===== config.mk =====
export PLATFORM = sky130hd
export DESIGN_NAME = pwm_wave_gen
export DESIGN_NICKNAME = d
export VERILOG_FILES = /design/src/rtl/pwm_wave_pkg.sv /design/src/rtl/pwm_duty_seq.sv /design/src/rtl/pwm_wave_gen.sv
export SDC_FILE = /design/constraint.sdc
export NUM_CORES = 1
export LEC_CHECK = 0
export CORE_MARGIN = 2
export CORE_UTILIZATION = 55
export DETAILED_ROUTE_END_ITERATION = 6
export GPL_TIMING_DRIVEN = 0
export MAX_ROUTING_LAYER = met4
export PLACE_DENSITY_LB_ADDON = 0.2
export REMOVE_ABC_BUFFERS = 1
export SLEW_MARGIN = 20
export SYNTH_ARGS = -nofsm -noshare
export SYNTH_HDL_FRONTEND = slang
export SYNTH_SLANG_ARGS = --single-unit

===== constraint.sdc =====
create_clock -name clk -period 9.5 [get_ports clk]
set_input_delay 2.85 -clock clk [delete_from_list [all_inputs] [get_ports clk]]
set_output_delay 2.85 -clock clk [all_outputs]
set_load 0.02 [all_outputs]

===== src/rtl/pwm_wave_pkg.sv =====
// rtl/pwm_wave_pkg.sv - shared types and width helper for the PWM waveform generator
package pwm_wave_pkg;

   typedef enum logic [1:0] {
      TRIANGLE  = 2'd0,
      RAMP_UP   = 2'd1,
      RAMP_DOWN = 2'd2,
      SQUARE    = 2'd3
   } wave_mode_t;

   typedef enum logic [1:0] {
      IDLE = 2'd0,
      RUN  = 2'd1,
      DONE = 2'd2
   } wave_state_t;

   localparam int DEFAULT_RESOLUTION = 16;

   // Duty values span 0..2^R inclusive, so they need one bit more than the PWM counter.
   function automatic int duty_width(input int resolution);
      return resolution + 1;
   endfunction

endpackage


===== src/rtl/pwm_duty_seq.sv =====
// rtl/pwm_duty_seq.sv - duty value for a given period index, mode and burst length
module pwm_duty_seq
   import pwm_wave_pkg::*;
#(
   parameter int PWM_RESOLUTION = DEFAULT_RESOLUTION,
   parameter int D = 8,
   localparam int LW = $clog2(PWM_RESOLUTION + 1),
   localparam int DW = duty_width(PWM_RESOLUTION)
) (
   input  wave_mode_t      mode,
   input  logic [LW-1:0]   log_n,
   input  logic [D-1:0]    period,
   output logic [DW-1:0]   duty
);

   localparam logic [DW-1:0] FULL = {1'b1, {PWM_RESOLUTION{1'b0}}};

   logic [DW-1:0] n;
   logic [DW-1:0] h;
   logic [DW-1:0] kk;
   logic [LW-1:0] sh_ramp;
   logic [LW-1:0] sh_tri;

   always_comb begin
      n       = DW'(1) << log_n;
      h       = n >> 1;
      kk      = DW'(period);
      sh_ramp = LW'(PWM_RESOLUTION) - log_n;
      // Triangle climbs to full in N/2 periods, so its step is twice the ramp step.
      sh_tri  = sh_ramp + LW'(1);
      duty    = '0;
      if (log_n == '0) begin
         duty = FULL;
      end else begin
         case (mode)
            TRIANGLE:  duty = (kk <= h) ? (kk << sh_tri) : ((n - kk) << sh_tri);
            RAMP_UP:   duty = (kk + DW'(1)) << sh_ramp;
            RAMP_DOWN: duty = (n - kk) << sh_ramp;
            SQUARE:    duty = (kk < h) ? FULL : '0;
            default:   duty = '0;
         endcase
      end
   end

endmodule


===== src/rtl/pwm_wave_gen.sv =====
// rtl/pwm_wave_gen.sv - triggered multi-mode PWM burst generator with abort and status
module pwm_wave_gen
   import pwm_wave_pkg::*;
#(
   parameter int PWM_RESOLUTION = DEFAULT_RESOLUTION,
   parameter int D = 8
) (
   input  logic         clk,
   input  logic         rst_n,
   input  logic         trigger_in,
   input  logic [D-1:0] duration_in,
   input  logic [1:0]   mode_in,
   input  logic         abort_in,
   output logic         waveform_out,
   output logic         busy_out,
   output logic         done_out
);

   localparam int R  = PWM_RESOLUTION;
   localparam int LW = $clog2(PWM_RESOLUTION + 1);
   localparam int DW = duty_width(PWM_RESOLUTION);

   wave_state_t   state, state_nx;
   wave_mode_t    mode_q, seq_mode;
   logic [LW-1:0] log_q, log_in, seq_log;
   logic [R-1:0]  count, count_nx;
   logic [D-1:0]  period, period_nx, seq_period, last_period;
   logic [DW-1:0] duty;
   logic          trig_prev, accept, last, wave_nx;

   always_comb begin
      log_in = '0;
      for (int i = 0; i < D; i++) begin
         if (duration_in[i]) log_in = LW'(i);
      end
   end

   assign accept      = (state == IDLE) && trigger_in && !trig_prev && !abort_in && (duration_in != '0);
   assign last_period = (D'(1) << log_q) - D'(1);
   assign last        = (period == last_period) && (count == '1);
   assign count_nx    = count + R'(1);
   assign period_nx   = (count == '1) ? period + D'(1) : period;

   always_comb begin
      state_nx = state;
      case (state)
         IDLE:    if (accept) state_nx = RUN;
         RUN:     if (abort_in) state_nx = IDLE;
                  else if (last) state_nx = DONE;
         DONE:    state_nx = IDLE;
         default: state_nx = IDLE;
      endcase
   end

   always_ff @(posedge clk or negedge rst_n) begin
      if (!rst_n) state <= IDLE;
      else        state <= state_nx;
   end

   // The output is registered, so the duty is looked up for the count about to be shown.
   assign seq_mode   = (state == RUN) ? mode_q : wave_mode_t'(mode_in);
   assign seq_log    = (state == RUN) ? log_q : log_in;
   assign seq_period = (state == RUN) ? period_nx : '0;

   pwm_duty_seq #(
      .PWM_RESOLUTION (PWM_RESOLUTION),
      .D              (D)
   ) u_duty_seq (
      .mode   (seq_mode),
      .log_n  (seq_log),
      .period (seq_period),
      .duty   (duty)
   );

   always_comb begin
      wave_nx = 1'b0;
      if (accept)                                  wave_nx = (duty != '0);
      else if (state == RUN && !abort_in && !last) wave_nx = ({1'b0, count_nx} < duty);
   end

   always_ff @(posedge clk or negedge rst_n) begin
      if (!rst_n) begin
         trig_prev    <= 1'b0;
         mode_q       <= TRIANGLE;
         log_q        <= '0;
         count        <= '0;
         period       <= '0;
         waveform_out <= 1'b0;
      end else begin
         trig_prev    <= trigger_in;
         waveform_out <= wave_nx;
         if (accept) begin
            mode_q <= wave_mode_t'(mode_in);
            log_q  <= log_in;
            count  <= '0;
            period <= '0;
         end else if (state == RUN) begin
            count  <= count_nx;
            period <= period_nx;
         end
      end
   end

   assign busy_out = (state == RUN);
   assign done_out = (state == DONE);

endmodule


# [Yosys cells after proc, flatten, opt, wreduce, memory -nomap -nowiden]
# Index checks and enable logic that the tools add are counted.
[totals] elab_cells=74 inputBits=14 out_inout_bits=3 reg_bits=35
[classes] magnitude_cmp=3 n_shift=6 reduce_logical=17 n_addsub=7 eq_ne=9 muxes=25
[ops] cell="$pmux 17 s4" count=1
[ops] cell="$mux 17" count=3
[ops] cell="$shl 17x5->17" count=3
[ops] cell="$mux 16" count=2
[ops] cell="$mux 8" count=4
[ops] cell="$mux 5" count=5
[ops] cell="$lt 16x17->1" count=1
[ops] cell="$reduce_bool 17->1" count=1
[ops] cell="$shl 1x5->17 const A" count=1
[ops] cell="$shl 8x5->17" count=1
[ops] cell="$sub 17x8->17" count=1
[ops] cell="$add 16x1->16 const B" count=1
[ops] cell="$eq 16x16->1 const B" count=1
[ops] cell="$le 8x16->1" count=1
[ops] cell="$lt 8x16->1" count=1
[ops] cell="$mux 2" count=6
[ops] cell="$add 8x1->9 const B" count=1
[ops] cell="$add 8x1->8 const B" count=1
[ops] cell="$eq 8x8->1" count=1
[ops] cell="$reduce_bool 8->1" count=1
[ops] cell="$shl 1x5->8 const A" count=1
[ops] cell="$sub 8x2->8 const B" count=1
[ops] cell="$logic_and 1x1->1" count=7
[ops] cell="$eq 2x2->1 const B" count=3
[ops] cell="other kinds (12)" count=18

# [Longest topological paths before layout]
[depth] depth_word=17 mapped_depth=39 mapped_depth_nobuf=32

# [Modules after synthesis]
# A second synthesis with hierarchy kept.
[hier_totals] hier_cells=840 area_unflattened_um2=5954.5
[modules_own_cells] mod="pwm_duty_seq" seq_area_each_um2=0.0 area_per_inst_um2=3334.4 cells_per_inst=511 instances=1
[modules_own_cells] mod="pwm_wave_gen" seq_area_each_um2=825.8 area_per_inst_um2=2620.0 cells_per_inst=329 instances=1

# [Least setup slack after synthesis]
# OpenSTA, ideal clock, no wires.
[synth_path] kind="input-to-reg" start="input port duration_in[2]" end="register waveform_out" path_buffers=4 setup_time_ns=0.076 t_arrival_ns=9.161 required_time_ns=9.424 path_slack_ns=0.262 stages=30 path_cell_list="nand2b_1 > a221o_1 > a21o_1 > clkbuf_1 > inv_1 > clkbuf_1 > buf_1 > clkbuf_1 > ha_1 > nand2_1 > fa_1 > nand2b_1 > a21oi_1 > or3b_2 > nand4_1 > nor4_1 > o21ai_0 > a31oi_1 > a211oi_1 > nor3_1 > a311oi_1 > a21boi_0 > ha_1 > a21o_1 > a21o_1 > a21oi_1 > nand3b_1 > o21ai_0 > a31oi_1 > o21ai_1"
[synth_via] elab_chain_len=16 word_cells_on_any_way=28 classes_between="3 x add/sub; 3 x order compare; 5 x shift; 13 x mux; 4 x reduce/logical"
[synth_rtl] item="from (decl)" line="pwm_wave_gen.sv:11" text="input logic [D-1:0] duration_in,"
[synth_rtl] item="$mux 2 (2 in series)" line="pwm_wave_gen.sv:34" text="if (duration_in[i]) log_in = LW'(i);"
[synth_rtl] item="$mux 5 (4 in series)" line="pwm_wave_gen.sv:34"
[synth_rtl] item="$mux 5" line="pwm_wave_gen.sv:62" text="assign seq_log = (state == RUN) ? log_q : log_in;"
[synth_rtl] item="$sub 5x5->5 or $shl 1x5->17 (tied branches)" line="pwm_duty_seq.sv:28, pwm_duty_seq.sv:25"
[synth_rtl] item="$add 5x1->5 or $sub 17x8->17 (tied branches)" line="pwm_duty_seq.sv:30, pwm_duty_seq.sv:36, pwm_duty_seq.sv:38"
[synth_rtl] item="$shl 17x5->17 or $shl 8x5->17 (tied branches)" line="pwm_duty_seq.sv:36" text="TRIANGLE: duty = (kk <= h) ? (kk << sh_tri) : ((n - kk) << sh_tri);"
[synth_rtl] item="$mux 17" line="pwm_duty_seq.sv:36"
[synth_rtl] item="$pmux 17 s4" line="pwm_duty_seq.sv:35" text="case (mode)"
[synth_rtl] item="$mux 17" line="pwm_duty_seq.sv:32" text="if (log_n == '0) begin"
[synth_rtl] item="$lt 16x17->1" line="pwm_wave_gen.sv:78" text="else if (state == RUN && !abort_in && !last) wave_nx = ({1'b0, count_nx} < duty);"
[synth_rtl] item="$mux 1" line="pwm_wave_gen.sv:78"
[synth_rtl] item="$mux 1 *" line="pwm_wave_gen.sv:77" text="if (accept) wave_nx = (duty != '0);"
[synth_rtl] item="net wave_nx" line="pwm_wave_gen.sv:29" text="logic trig_prev, accept, last, wave_nx;"
[synth_rtl] item="to (signal assigned)" line="pwm_wave_gen.sv:91" text="waveform_out <= wave_nx;"
[synth_rtl] item="to (decl)" line="pwm_wave_gen.sv:14" text="output logic waveform_out,"
# The timed path passes the listed nets; every way through them passes the cells marked *.
# A chain may end at the register's enable or synchronous reset.

# [Worst setup path in the final report]
[layout_path] start="input port duration_in[5]" end="register waveform_out"
[layout_via] elab_chain_len=13 word_cells_on_any_way=25 classes_between="3 x add/sub; 3 x order compare; 5 x shift; 10 x mux; 4 x reduce/logical"
[layout_rtl] item="$mux 5 (3 in series)" line="pwm_wave_gen.sv:34"
[layout_rtl] item="$mux 5" line="pwm_wave_gen.sv:62"
[layout_rtl] item="$sub 5x5->5 or $shl 1x5->17 (tied branches)" line="pwm_duty_seq.sv:28, pwm_duty_seq.sv:25"
[layout_rtl] item="$add 5x1->5 or $sub 17x8->17 (tied branches)" line="pwm_duty_seq.sv:30, pwm_duty_seq.sv:36, pwm_duty_seq.sv:38"
[layout_rtl] item="$shl 17x5->17 or $shl 8x5->17 (tied branches)" line="pwm_duty_seq.sv:36"
[layout_rtl] item="$mux 17" line="pwm_duty_seq.sv:36"
[layout_rtl] item="$pmux 17 s4" line="pwm_duty_seq.sv:35"
[layout_rtl] item="$mux 17" line="pwm_duty_seq.sv:32"
[layout_rtl] item="$lt 16x17->1" line="pwm_wave_gen.sv:78"
[layout_rtl] item="$mux 1" line="pwm_wave_gen.sv:78"
[layout_rtl] item="$mux 1 *" line="pwm_wave_gen.sv:77"
[layout_rtl] item="net wave_nx" line="pwm_wave_gen.sv:29"
# Marks and branches as above.

==> impl_metrics.toml <==
[status]
status = "finished with violations"
violations = "design-rule violations"

[hold_path]
whs_path_depth = 1
hold_path_class = "reg2reg"

[yosys]
synth_top_area_share_pct = 13.0
yosys.area_share.adder_pct = 9.10
synth_common_cells = "118 x nand2_1, 95 x nor2_1, 60 x a21oi_1"
syn_inst = 949
ys_types = 79
synth_simple_gate_area_share_pct = 32.5
ys_seq_area_share_pct = 13.0
synth-edff-count = 0
yosys_warnings = 0
async_reset_ff_share_pct = 100
synth_top_family_by_area = "simple AND/OR/NAND/NOR gates"
yosysMostFrequentCell = "nand2_1"
synth_top_area_cell = "dfrtp_1"
synth_area_leaders = "dfrtp_1 13%, ha_1 8.5%, nand2_1 7.0%"
avgSynthCellArea_um2 = 6.69
yosys-mux-area-fraction_pct = 3.13
ys.flop_type = "dfrtp_1"
synth_compound_area_share_pct = 30.2
syn_area_mm2 = 0.00635
ys_ff_latch = 33
synth_xor_xnor_area_share_pct = 5.38

[worst_setup_path]
worstPathRequired_ps = 9700
r2r_cells = 30
startpoint_type = "primary input"
path_max_fanout = 27
slowest_delay_ps = 540
arrival_ps = 9470
end_kind = "flop"
critical_path_class = "in2reg"
cp_slowest_cell = "clkdlybuf4s50_1"

[route]
finalWirelength_mm = 22.5
wl_per_cell_um = 21.0
drtPass1Iterations = 7
vias = 7494
drtAntennaViolNets = 0
drt-initial-drc-count = 1170
vias_per_cell = 7.00
drc = 12

[floorplanning]
coreArea_mm2 = 0.0113
rows = 39
num_io_pins = 17
start_util_pct = 56.1
dieArea_mm2 = 0.0124
die_h_um = 111
fp.dieW_um = 111

[power_and_ir_drop]
powerDensity_mw_per_mm2 = 135
p_total_uw = 941
p_sw_share_pct = 50.8
combPwrFrac_pct = 64.6
clock_power_share_pct = 16.9
p_leak_uw = 0.00271
ir_drop_mv = 0.128
power.switching_uw = 478
seqPwrFrac_pct = 18.5
internal_power_uw = 463

[cells_and_area]
regArea_um2 = 826
nFillCells = 1079
nNetsFinal = 986
syn2layout_area_growth_pct = 9.44
diodes = 0
multiInputGateArea_mm2 = 0.00528
drive_gt1_share_pct = 9.48

[cts]
h-tree-depth = 2
clkTransAtPathRegs_ps = 60
cts_hold_buf = 0
cts_buffer_depth = 2
clock_sinks = 33
cts_root_buffer = "clkbuf_16"
cts_buffers = 5
clkLatencyLatePin_ps = 290
cts_tree = "done"

[grt]
track_usage_pct = 36.4
grt_pass1_vias = 6835
antenna_found_initial = 0
grt_pass1_wl_mm = 35.9
grt.overflow.total = 0
grt_max_degree = 42

[timing]
relSlewSlack_pct = 39.4
tns_ps = 0
post-route-min-period_ps = 9270
fmax_mhz = 108
tightestPinTransition_ps = 905
finalCritPeriodShare_pct = 97.6
slew_violations = 0
hold_viol_final = 0
fin_skew_ps = 8.77
finalSetupViolCount = 0

[placement]
port-buffer-count = 16
gp_congestion = 0.983
dp_hpwl_mm = 16.7

[run]
maxCapViolCount = 0
state kept, by name, summed over array words and instances, names as in the netlist:
register and count:
mode_q 2, period 8, log_q 3, state 2, waveform_out 1, count 16, trig_prev 1
layout make-up:
cell class / count / share of cell area (%)
Clock buffer: 5 / 1.80
Clock inverter: 3 / 0.252
Inverter: 43 / 2.45
Multi-Input combinational cell: 810 / 76.0
Sequential cell: 33 / 11.9
Tap cell: 143 / 2.57
Timing Repair Buffer: 34 / 5.04
power by group through the flow:
stage | Clock [µW] | Sequential, µW | Combinational [µW]
6_report | 159 | 174 | 608
5_1_grt | 167 | 176 | 658
4_1_cts | 162 | 174 | 560
3_5_place_dp | 0 | 176 | 550
3_3_place_gp | 0 | 176 | 532
2_1_floorplan | 0 | 172 | 388
critical path, delay by kind of cell:
family | cells | cell delay (ps)
AND/OR/NAND/NOR | 7 | 1320
adder cells (fa/ha/maj) | 3 | 1060
buffers and inverters | 4 | 950
AO/OA/AOI/OAI | 14 | 3260
final timing paths:
| check | end | slack (ps) | start |
|---|---|---|---|
| max | waveform_out | 230 | duration_in[5] |
| min | mode_q[1] | 510 | mode_q[1] |
| max reg2reg | waveform_out | 1850 | state[1] |
| min reg2reg | mode_q[1] | 510 | mode_q[1] |
| max in group asynchronous | count[3] | 6710 | rst_n |
| min in group asynchronous | period[1] | 2390 | rst_n |
cells in the final DEF (no fill, tap or decap), drive strengths merged, types with 9 or more instances in the layout:
master,n
clkdlybuf4s50,15
o211ai,15
nand3,51
nor2,95
and3,9
and2,9
nor3,40
buf,19
mux2i,12
or4,11
nand2,118
a211oi,12
o31ai,16
nand2b,11
a31oi,21
nand4,26
nor4,22
a21o,15
a21oi,60
ha,43
dfrtp,33
inv,39
xor2,17
o22ai,15
o21ai,61
xnor2,22
logic make-up (layout without fill, tap and decap cells):
group	count (synthesis)	in the layout
DFF	33	33
AOI/OAI and AO/OA	288	289
and+or+nand+nor	419	419
buffers and inverters	107	85
xor gates and xnor gates	39	39
adders and majority gates	45	45
muxes	18	18
layer usage:
metal  wire [µm]  vias up  GRT usage, %
met5           0        -             -
met4         835        0          15.2
met3        2110       71          5.23
met2        9900      453          53.3
met1        9660     3441          50.4
li1            -     3529             -
metrics by stage:
| step | utilization, % | instance area (µm²) | instances | setup WS [ps] | hold WS, ps |
|---|---|---|---|---|---|
| floorplan | - | 6090 | 885 | 85.3 | 481 |
| global placement | 56.8 | 6420 | 1044 | -2400 | 496 |
| detailed placement | 58.2 | 6590 | 1054 | -1350 | 500 |
| CTS | 60.0 | 6790 | 1064 | 11.4 | 514 |
| global route | 61.4 | 6950 | 1071 | -33.9 | 536 |
| finish | 61.4 | 6950 | 1071 | 226 | 507 |
timing repair:
action,4_1_cts,5_1_grt
pin swaps,2,3
gates cloned,1,0
setup buffers,1,7
setup endpoints to repair,1,1
resized for setup,11,21
No activity file was read; power rests on OpenSTA's default activity.
